==> src/rtl/mac_accum_pkg.sv <==
// Shared DSP constants and helpers for the multiply-accumulate datapath.
// Latency: n/a (types, constants and pure functions only).
// Backpressure: n/a.
package mac_accum_pkg;

    localparam int DSP_A_WIDTH   = 18;
    localparam int DSP_B_WIDTH   = 18;
    localparam int DSP_ACC_WIDTH = 40;
    localparam int DSP_CNT_WIDTH = 8;

    // Two's-complement add overflow from the sign bits of both addends and the sum.
    function automatic logic add_ovf(input logic a_msb, input logic b_msb, input logic s_msb);
        return (a_msb == b_msb) && (s_msb != a_msb);
    endfunction

endpackage

==> src/rtl/mac_accum_smul_pipe.sv <==
// Registered signed multiplier carrying beat valid and frame-last alongside the product.
// Latency: 1 cycle from an enabled input to p/p_valid/p_last.
// Backpressure: all registers hold while en is low.
module smul_pipe
    import mac_accum_pkg::*;
#(
    parameter int A_WIDTH = DSP_A_WIDTH,
    parameter int B_WIDTH = DSP_B_WIDTH
) (
    input  logic                              clk,
    input  logic                              rst_n,
    input  logic                              en,
    input  logic                              in_valid,
    input  logic                              in_last,
    input  logic signed [A_WIDTH-1:0]         a,
    input  logic signed [B_WIDTH-1:0]         b,
    output logic                              p_valid,
    output logic                              p_last,
    output logic signed [A_WIDTH+B_WIDTH-1:0] p
);

    localparam int P_WIDTH = A_WIDTH + B_WIDTH;

    always_ff @(posedge clk or negedge rst_n) begin
        if (!rst_n) begin
            p_valid <= 1'b0;
            p_last  <= 1'b0;
            p       <= '0;
        end else if (en) begin
            p_valid <= in_valid;
            p_last  <= in_last;
            p       <= P_WIDTH'(a) * P_WIDTH'(b);
        end
    end

endmodule

==> src/rtl/mac_accum.sv <==
// Frame-based signed multiply-accumulate with wrap-around overflow flag and beat count.
// Latency: last beat accepted in cycle n -> out_valid in cycle n+2 (no stall).
// Backpressure: in_ready = !out_valid || out_ready; a held result freezes the whole pipe.
module mac_accum
    import mac_accum_pkg::*;
#(
    parameter int A_WIDTH   = DSP_A_WIDTH,
    parameter int B_WIDTH   = DSP_B_WIDTH,
    parameter int ACC_WIDTH = DSP_ACC_WIDTH,
    parameter int CNT_WIDTH = DSP_CNT_WIDTH
) (
    input  logic                      clk,
    input  logic                      rst_n,
    input  logic                      in_valid,
    output logic                      in_ready,
    input  logic                      in_last,
    input  logic signed [A_WIDTH-1:0] a,
    input  logic signed [B_WIDTH-1:0] b,
    output logic                      out_valid,
    input  logic                      out_ready,
    output logic [ACC_WIDTH-1:0]      dout,
    output logic [CNT_WIDTH-1:0]      out_len,
    output logic                      out_ovf
);

    localparam int P_WIDTH = A_WIDTH + B_WIDTH;

    if (ACC_WIDTH < P_WIDTH) begin : g_width_check
        $error("mac_accum: ACC_WIDTH must be at least A_WIDTH+B_WIDTH");
    end

    logic                        advance;
    logic                        accepted;
    logic                        p_valid;
    logic                        p_last;
    logic signed [P_WIDTH-1:0]   p;
    logic signed [ACC_WIDTH-1:0] p_ext;
    logic signed [ACC_WIDTH-1:0] acc;
    logic signed [ACC_WIDTH-1:0] sum;
    logic [CNT_WIDTH-1:0]        cnt;
    logic [CNT_WIDTH-1:0]        cnt_inc;
    logic                        sticky;
    logic                        ovf;

    assign advance  = !out_valid || out_ready;
    assign in_ready = advance;
    assign accepted = in_valid && advance;

    smul_pipe #(
        .A_WIDTH (A_WIDTH),
        .B_WIDTH (B_WIDTH)
    ) u_smul (
        .clk      (clk),
        .rst_n    (rst_n),
        .en       (advance),
        .in_valid (accepted),
        .in_last  (in_last),
        .a        (a),
        .b        (b),
        .p_valid  (p_valid),
        .p_last   (p_last),
        .p        (p)
    );

    // Sum wraps modulo 2^ACC_WIDTH; the flag tells the downstream saturate stage it happened.
    assign p_ext   = ACC_WIDTH'(p);
    assign sum     = acc + p_ext;
    assign ovf     = add_ovf(acc[ACC_WIDTH-1], p_ext[ACC_WIDTH-1], sum[ACC_WIDTH-1]);
    assign cnt_inc = (&cnt) ? cnt : cnt + CNT_WIDTH'(1);

    always_ff @(posedge clk or negedge rst_n) begin
        if (!rst_n) begin
            acc       <= '0;
            cnt       <= '0;
            sticky    <= 1'b0;
            out_valid <= 1'b0;
            dout      <= '0;
            out_len   <= '0;
            out_ovf   <= 1'b0;
        end else if (advance) begin
            out_valid <= p_valid && p_last;
            if (p_valid) begin
                if (p_last) begin
                    dout    <= sum;
                    out_len <= cnt_inc;
                    out_ovf <= sticky || ovf;
                    acc     <= '0;
                    cnt     <= '0;
                    sticky  <= 1'b0;
                end else begin
                    acc     <= sum;
                    cnt     <= cnt_inc;
                    sticky  <= sticky || ovf;
                end
            end
        end
    end

endmodule

==> config.mk <==
export PLATFORM = sky130hd
export DESIGN_NAME = mac_accum
export DESIGN_NICKNAME = d
export VERILOG_FILES = /design/src/rtl/mac_accum_pkg.sv /design/src/rtl/mac_accum_smul_pipe.sv /design/src/rtl/mac_accum.sv
export SDC_FILE = /design/constraint.sdc
export NUM_CORES = 1
export LEC_CHECK = 0
export CAP_MARGIN = 20
export CORE_UTILIZATION = 35
export CTS_BUF_LIST = sky130_fd_sc_hd__clkbuf_2 sky130_fd_sc_hd__clkbuf_4 sky130_fd_sc_hd__clkbuf_8
export CTS_CLUSTER_DIAMETER = 100
export CTS_CLUSTER_SIZE = 20
export DETAILED_ROUTE_END_ITERATION = 8
export PLACE_DENSITY = 0.52
export RECOVER_POWER = 25
export SLEW_MARGIN = 40
export SYNTH_ARGS = -nofsm -noshare
export SYNTH_HDL_FRONTEND = slang
export SYNTH_SLANG_ARGS = --single-unit
export TNS_END_PERCENT = 100
==> constraint.sdc <==
create_clock -name clk -period 3.1 [get_ports clk]
set_input_delay 0.31 -clock clk [delete_from_list [all_inputs] [get_ports clk]]
set_output_delay 0.31 -clock clk [all_outputs]
set_load 0.02 [all_outputs]
==> Word-level counts from Yosys, hierarchy flattened <==
Index checks and enable logic that the tools add are counted.
{ "totals": {"regBits": 137, "inputBits": 41, "out_inout_bits": 51} }
{ "op_classes": {"add_sub_neg": 2, "multipliers": 1, "eq_ne": 2, "muxes": 4, "n_reduce_logical": 9} }
{ "ops": {"columns": ["cell", "count"], "rows": [
  ["40-bit by 36-bit adder with 40-bit output", 1],
  ["40-bit 2-to-1 mux", 1],
  ["18-bit by 18-bit multiplier with 36-bit output", 1],
  ["8-bit 2-to-1 mux", 2],
  ["8-bit by 1-bit adder with 8-bit output, second input constant", 1],
  ["8-bit AND reduction", 1],
  ["1-bit logical AND", 3],
  ["3-bit AND reduction", 1],
  ["1-bit logical OR", 2],
  ["2-bit AND reduction", 1],
  ["1-bit equality test", 1],
  ["1-bit zero test", 1],
  ["1-bit 2-to-1 mux", 1],
  ["1-bit != test", 1]
]} }

==> Longest topological paths before layout <==
{ "depth": {"ltp_word": 5, "mapped_depth": 27} }

==> Hierarchy <==
From an unflattened synthesis, not the netlist that was laid out.
{ "hier_totals": {"cells_unflattened": 2139, "area_unflattened_um2": 19825.3} }
{ "by_module_without_submodules": {"columns": ["mod", "n_inst", "cells_per_inst", "area_each_um2", "seq_area_each_um2"], "rows": [
  ["smul_pipe", 1, 1450, 13654.3, 950.9],
  ["mac_accum", 1, 689, 6170.9, 2477.4]
]} }

==> Least setup slack after synthesis <==
No wires, ideal clock.
{ "synth_timing": {"path_type": "input port to flip-flop", "startpoint": "in a[17]", "endpoint": "reg u_smul.p[34]", "t_arrival_ns": 6.316, "setup_slack_ns": -3.285, "path_stages": 21, "n_path_buf": 2, "cell_sequence": "clkbuf_1 clkbuf_1 nand2_1 fa_1 inv_1 fa_1 fa_1 fa_1 fa_1 inv_1 fa_1 inv_1 ha_1 a21o_1 a21o_1 a21oi_1 o21ai_0 a221o_1 or3_1 or3_1 nand3_1"} }
{ "synth_via": {"elab_chain_cells": 1} }
{ "synth_rtl": {"columns": ["item", "line_no", "text"], "rows": [
  ["start: declaration", "mac_accum.sv:17", "input logic signed [A_WIDTH-1:0] a,"],
  ["18-bit by 18-bit multiplier with 36-bit output", "mac_accum_smul_pipe.sv:32", "p <= P_WIDTH'(a) * P_WIDTH'(b);"],
  ["end signal: assignment", "mac_accum_smul_pipe.sv:32", null],
  ["end: declaration", "mac_accum_smul_pipe.sv:19", "output logic signed [A_WIDTH+B_WIDTH-1:0] p"]
]} }
Every way passes these cells.
A chain may end at the register's enable or synchronous reset.

==> Worst setup path in the final report <==
{ "layout_timing": {"startpoint": "in a[7]", "endpoint": "reg u_smul.p[33]"} }
The elaborated chain is that of the path after synthesis.

==> impl_metrics.json <==
{
  "status": "complete, but fails checks",
  "violations": "capacitance limit, slew limit, setup timing",
  "relSlewSlack_pct": -25.9,
  "firstDrtPassIters": 5,
  "multi_input_area_um2": 15500,
  "core_area_um2": 55100,
  "io_buffers": 91,
  "hold_viol": 0,
  "dp_hpwl_um": 41400,
  "gp_congestion": 0.857,
  "rsz0062_at_grt": "true",
  "tightest_slew_ns": 1.89,
  "min_path_type": "in -> reg",
  "cts_max_level": 4,
  "synth_top_area_share_pct": 33.8,
  "path_class": "in -> reg",
  "synth_nets": 2600,
  "wl_per_cell_um": 16.1,
  "crit_path_max_fanout": 5,
  "period_share_pct": 177,
  "avgSynthCellArea_um2": 9.33,
  "ys.flop_type": "dfrtp_1",
  "arrival_ns": 5.81,
  "synthArstFlopShare_pct": 100,
  "layout-drive-gt1-share_pct": 27.9,
  "fin_skew_ns": 0.0148,
  "crit_path_frequent_cell": "fa_1",
  "fin_nets": 2934,
  "cts_sinks": 137,
  "place_ws_ns": -3.45,
  "drcViolationCount": 0,
  "areaGrowthSynthToFinish_pct": 30.6,
  "die-area_um2": 56800,
  "synth_seq_cells": 137,
  "setup_viol": 31,
  "antenna_left": 0,
  "yosys_warnings": 0,
  "cts_tree": "done",
  "max_cap_viol_count": 1,
  "io_pins": 92,
  "syn_inst": 2096,
  "ff_latch_area_um2": 3430,
  "synth_cell_types": 77,
  "drt_wl_total_um": 51200,
  "grt_max_degree": 74,
  "period_needed_ns": 5.48,
  "antenna_cells": 0,
  "clock_latency_ns": 0.45,
  "synth-edff-count": 0,
  "die_w_um": 238,
  "grt_pass1_wl_um": 85100,
  "via_count": 15200,
  "timing.reg2reg.setup_slack_ns": 0.15,
  "synth.largest_area_cell": "fa_1",
  "postLayoutCoreUtil_pct": 46.3,
  "dieHeight_um": 238,
  "end_kind": "register",
  "final_area_um2": 25500,
  "drtIter0Drc": 620,
  "grt_use_total_pct": 18.7,
  "row_count": 86,
  "grt-ovfl-total": 0,
  "fillers": 5300,
  "root_buffer": "clkbuf_8",
  "max_stage_delay_ns": 0.55,
  "ys_seq_area_share_pct": 17.5,
  "fmax_mhz": 182,
  "synth.cell_area_um2": 19500,
  "fin_ws_ns": -2.38,
  "initial_core_util_pct": 35.5,
  "clk_pin_slew_ns": 0.08,
  "path_cells": "buf_8 > and2_4 > fa_1 > inv_1 > fa_1 > fa_1 > inv_1 > fa_1 > fa_1 > inv_1 > fa_1 > inv_2 > ha_4 > a21o_1 > a21o_1 > a221o_1 > o21ai_4 > o22ai_4 > buf_12 > a2111oi_4 > buf_4 > nor2_1 > nor2_1 > o31ai_1",
  "place_area_um2": 23400,
  "vias_per_cell": 4.77,
  "cts_buffer_depth": 2,
  "slowest_stage": "fa_1",
  "critPathLaunchType": "primary input",
  "slew_viol_final": 74,
  "worstPathRequired_ns": 3.43,
  "antenna_found_initial": 0,
  "grt_pass1_vias": 16500,
  "cts_buffers": 17,
  "ys_top_cells_by_area": "fa_1 34%, dfrtp_1 18%, ha_1 8.5%, inv_1 7.7%, nand2_1 5.2%"
}
routing by layer:
layer / global-route usage (%) / up-vias / wire length [µm] / share of wire (%)
met5: 0 / - / 0 / 0
met4: 3.90 / 0 / 1020 / 2.0
met3: 1.53 / 51 / 1250 / 2.4
met2: 33.1 / 238 / 25400 / 50
met1: 25.0 / 7724 / 23500 / 46
li1: - / 7213 / - / -
flip-flops by register name, summed over array words and instances, names as in the netlist:
| register | flops |
|---|---|
| out_len | 8 |
| out_valid | 1 |
| sticky | 1 |
| out_ovf | 1 |
| cnt | 8 |
| u_smul.p_last | 1 |
| dout | 40 |
| acc | 40 |
| u_smul.p | 36 |
| u_smul.p_valid | 1 |
kinds of logic after synthesis:
group / after synthesis / share of synthesized area [%]
compound gates: 296 / 10.3
xor+xnor: 77 / 3.45
fa+ha+maj: 463 / 42.3
buf+inv: 479 / 9.28
flops: 137 / 17.5
mux: 36 / 2.05
simple gates: 608 / 15.1
worst paths after layout:
| kind | start | to | cells past startpoint |
|---|---|---|---|
| min | in_last | u_smul.p_last | 3 |
| max reg2reg | u_smul.p[0] | dout[38] | 11 |
| min in group asynchronous | rst_n | dout[14] | 2 |
| max in group asynchronous | rst_n | acc[17] | 3 |
| max | a[7] | u_smul.p[33] | 24 |
| min reg2reg | out_len[0] | out_len[0] | 2 |
worst max-delay path: cells and delay by family:
kind	cells	cell delay, ns
fa+ha+maj	7	3.17
compound gates	7	1.42
buf+inv	7	0.62
simple gates	3	0.26
Yosys cell counts, types with 7 or more instances:
library cell	count
inv_1	401
fa_1	330
nand2_1	269
and2_1	161
dfrtp_1	137
ha_1	133
a21oi_1	80
nor2_1	77
clkbuf_1	67
o21ai_0	59
xnor2_1	47
mux2_2	32
xor2_1	30
a21o_1	28
a22o_1	28
nor3_1	18
nand3_1	16
o31ai_1	15
nand2b_1	10
o21a_1	10
o211ai_1	9
and3_1	8
buf_1	7
nor2b_1	7
o21bai_1	7
what timing repair did:
item	in CTS	in global routing
hold buffers	1	0
gates cloned	7	2
resized for setup	267	194
setup endpoints to repair	38	53
endpoints found under the hold margin	70	0
pin swaps	132	143
buffers inserted	44	24
placed cells by master, fill, tap and decap left out, types with 49 or more instances in the layout:
cell type	netlist	routed
buf_4	0	213
inv_2	1	49
dfrtp_1	137	137
nand2_1	269	246
a21oi_1	80	56
fa_1	330	292
clkdlybuf4s50_1	0	54
ha_1	133	93
and2_1	161	124
inv_1	401	351
nor2_1	77	72
buf_6	2	63
final cells by class:
type	instances	area share, %
Multi-Input combinational cell	1480	60.5
Timing Repair Buffer	392	14.7
Sequential cell	137	13.4
Inverter	402	5.94
Tap cell	748	3.67
Clock buffer	20	1.05
Clock inverter	11	0.657
stage by stage:
stage / hold slack, ns / instances / setup TNS [ns]
floorplan: 0.0144 / 2096 / -56.39
CTS: 0.430 / 3171 / -57.14
finish: 0.464 / 3190 / -55.73
global route: 0.483 / 3190 / -60.87
global placement: 0.378 / 3089 / -87.44
detailed placement: 0.385 / 3089 / -88.28
Power is not shown: default switching activity piles up to over one toggle a cycle in this logic, so the estimate is an artifact.
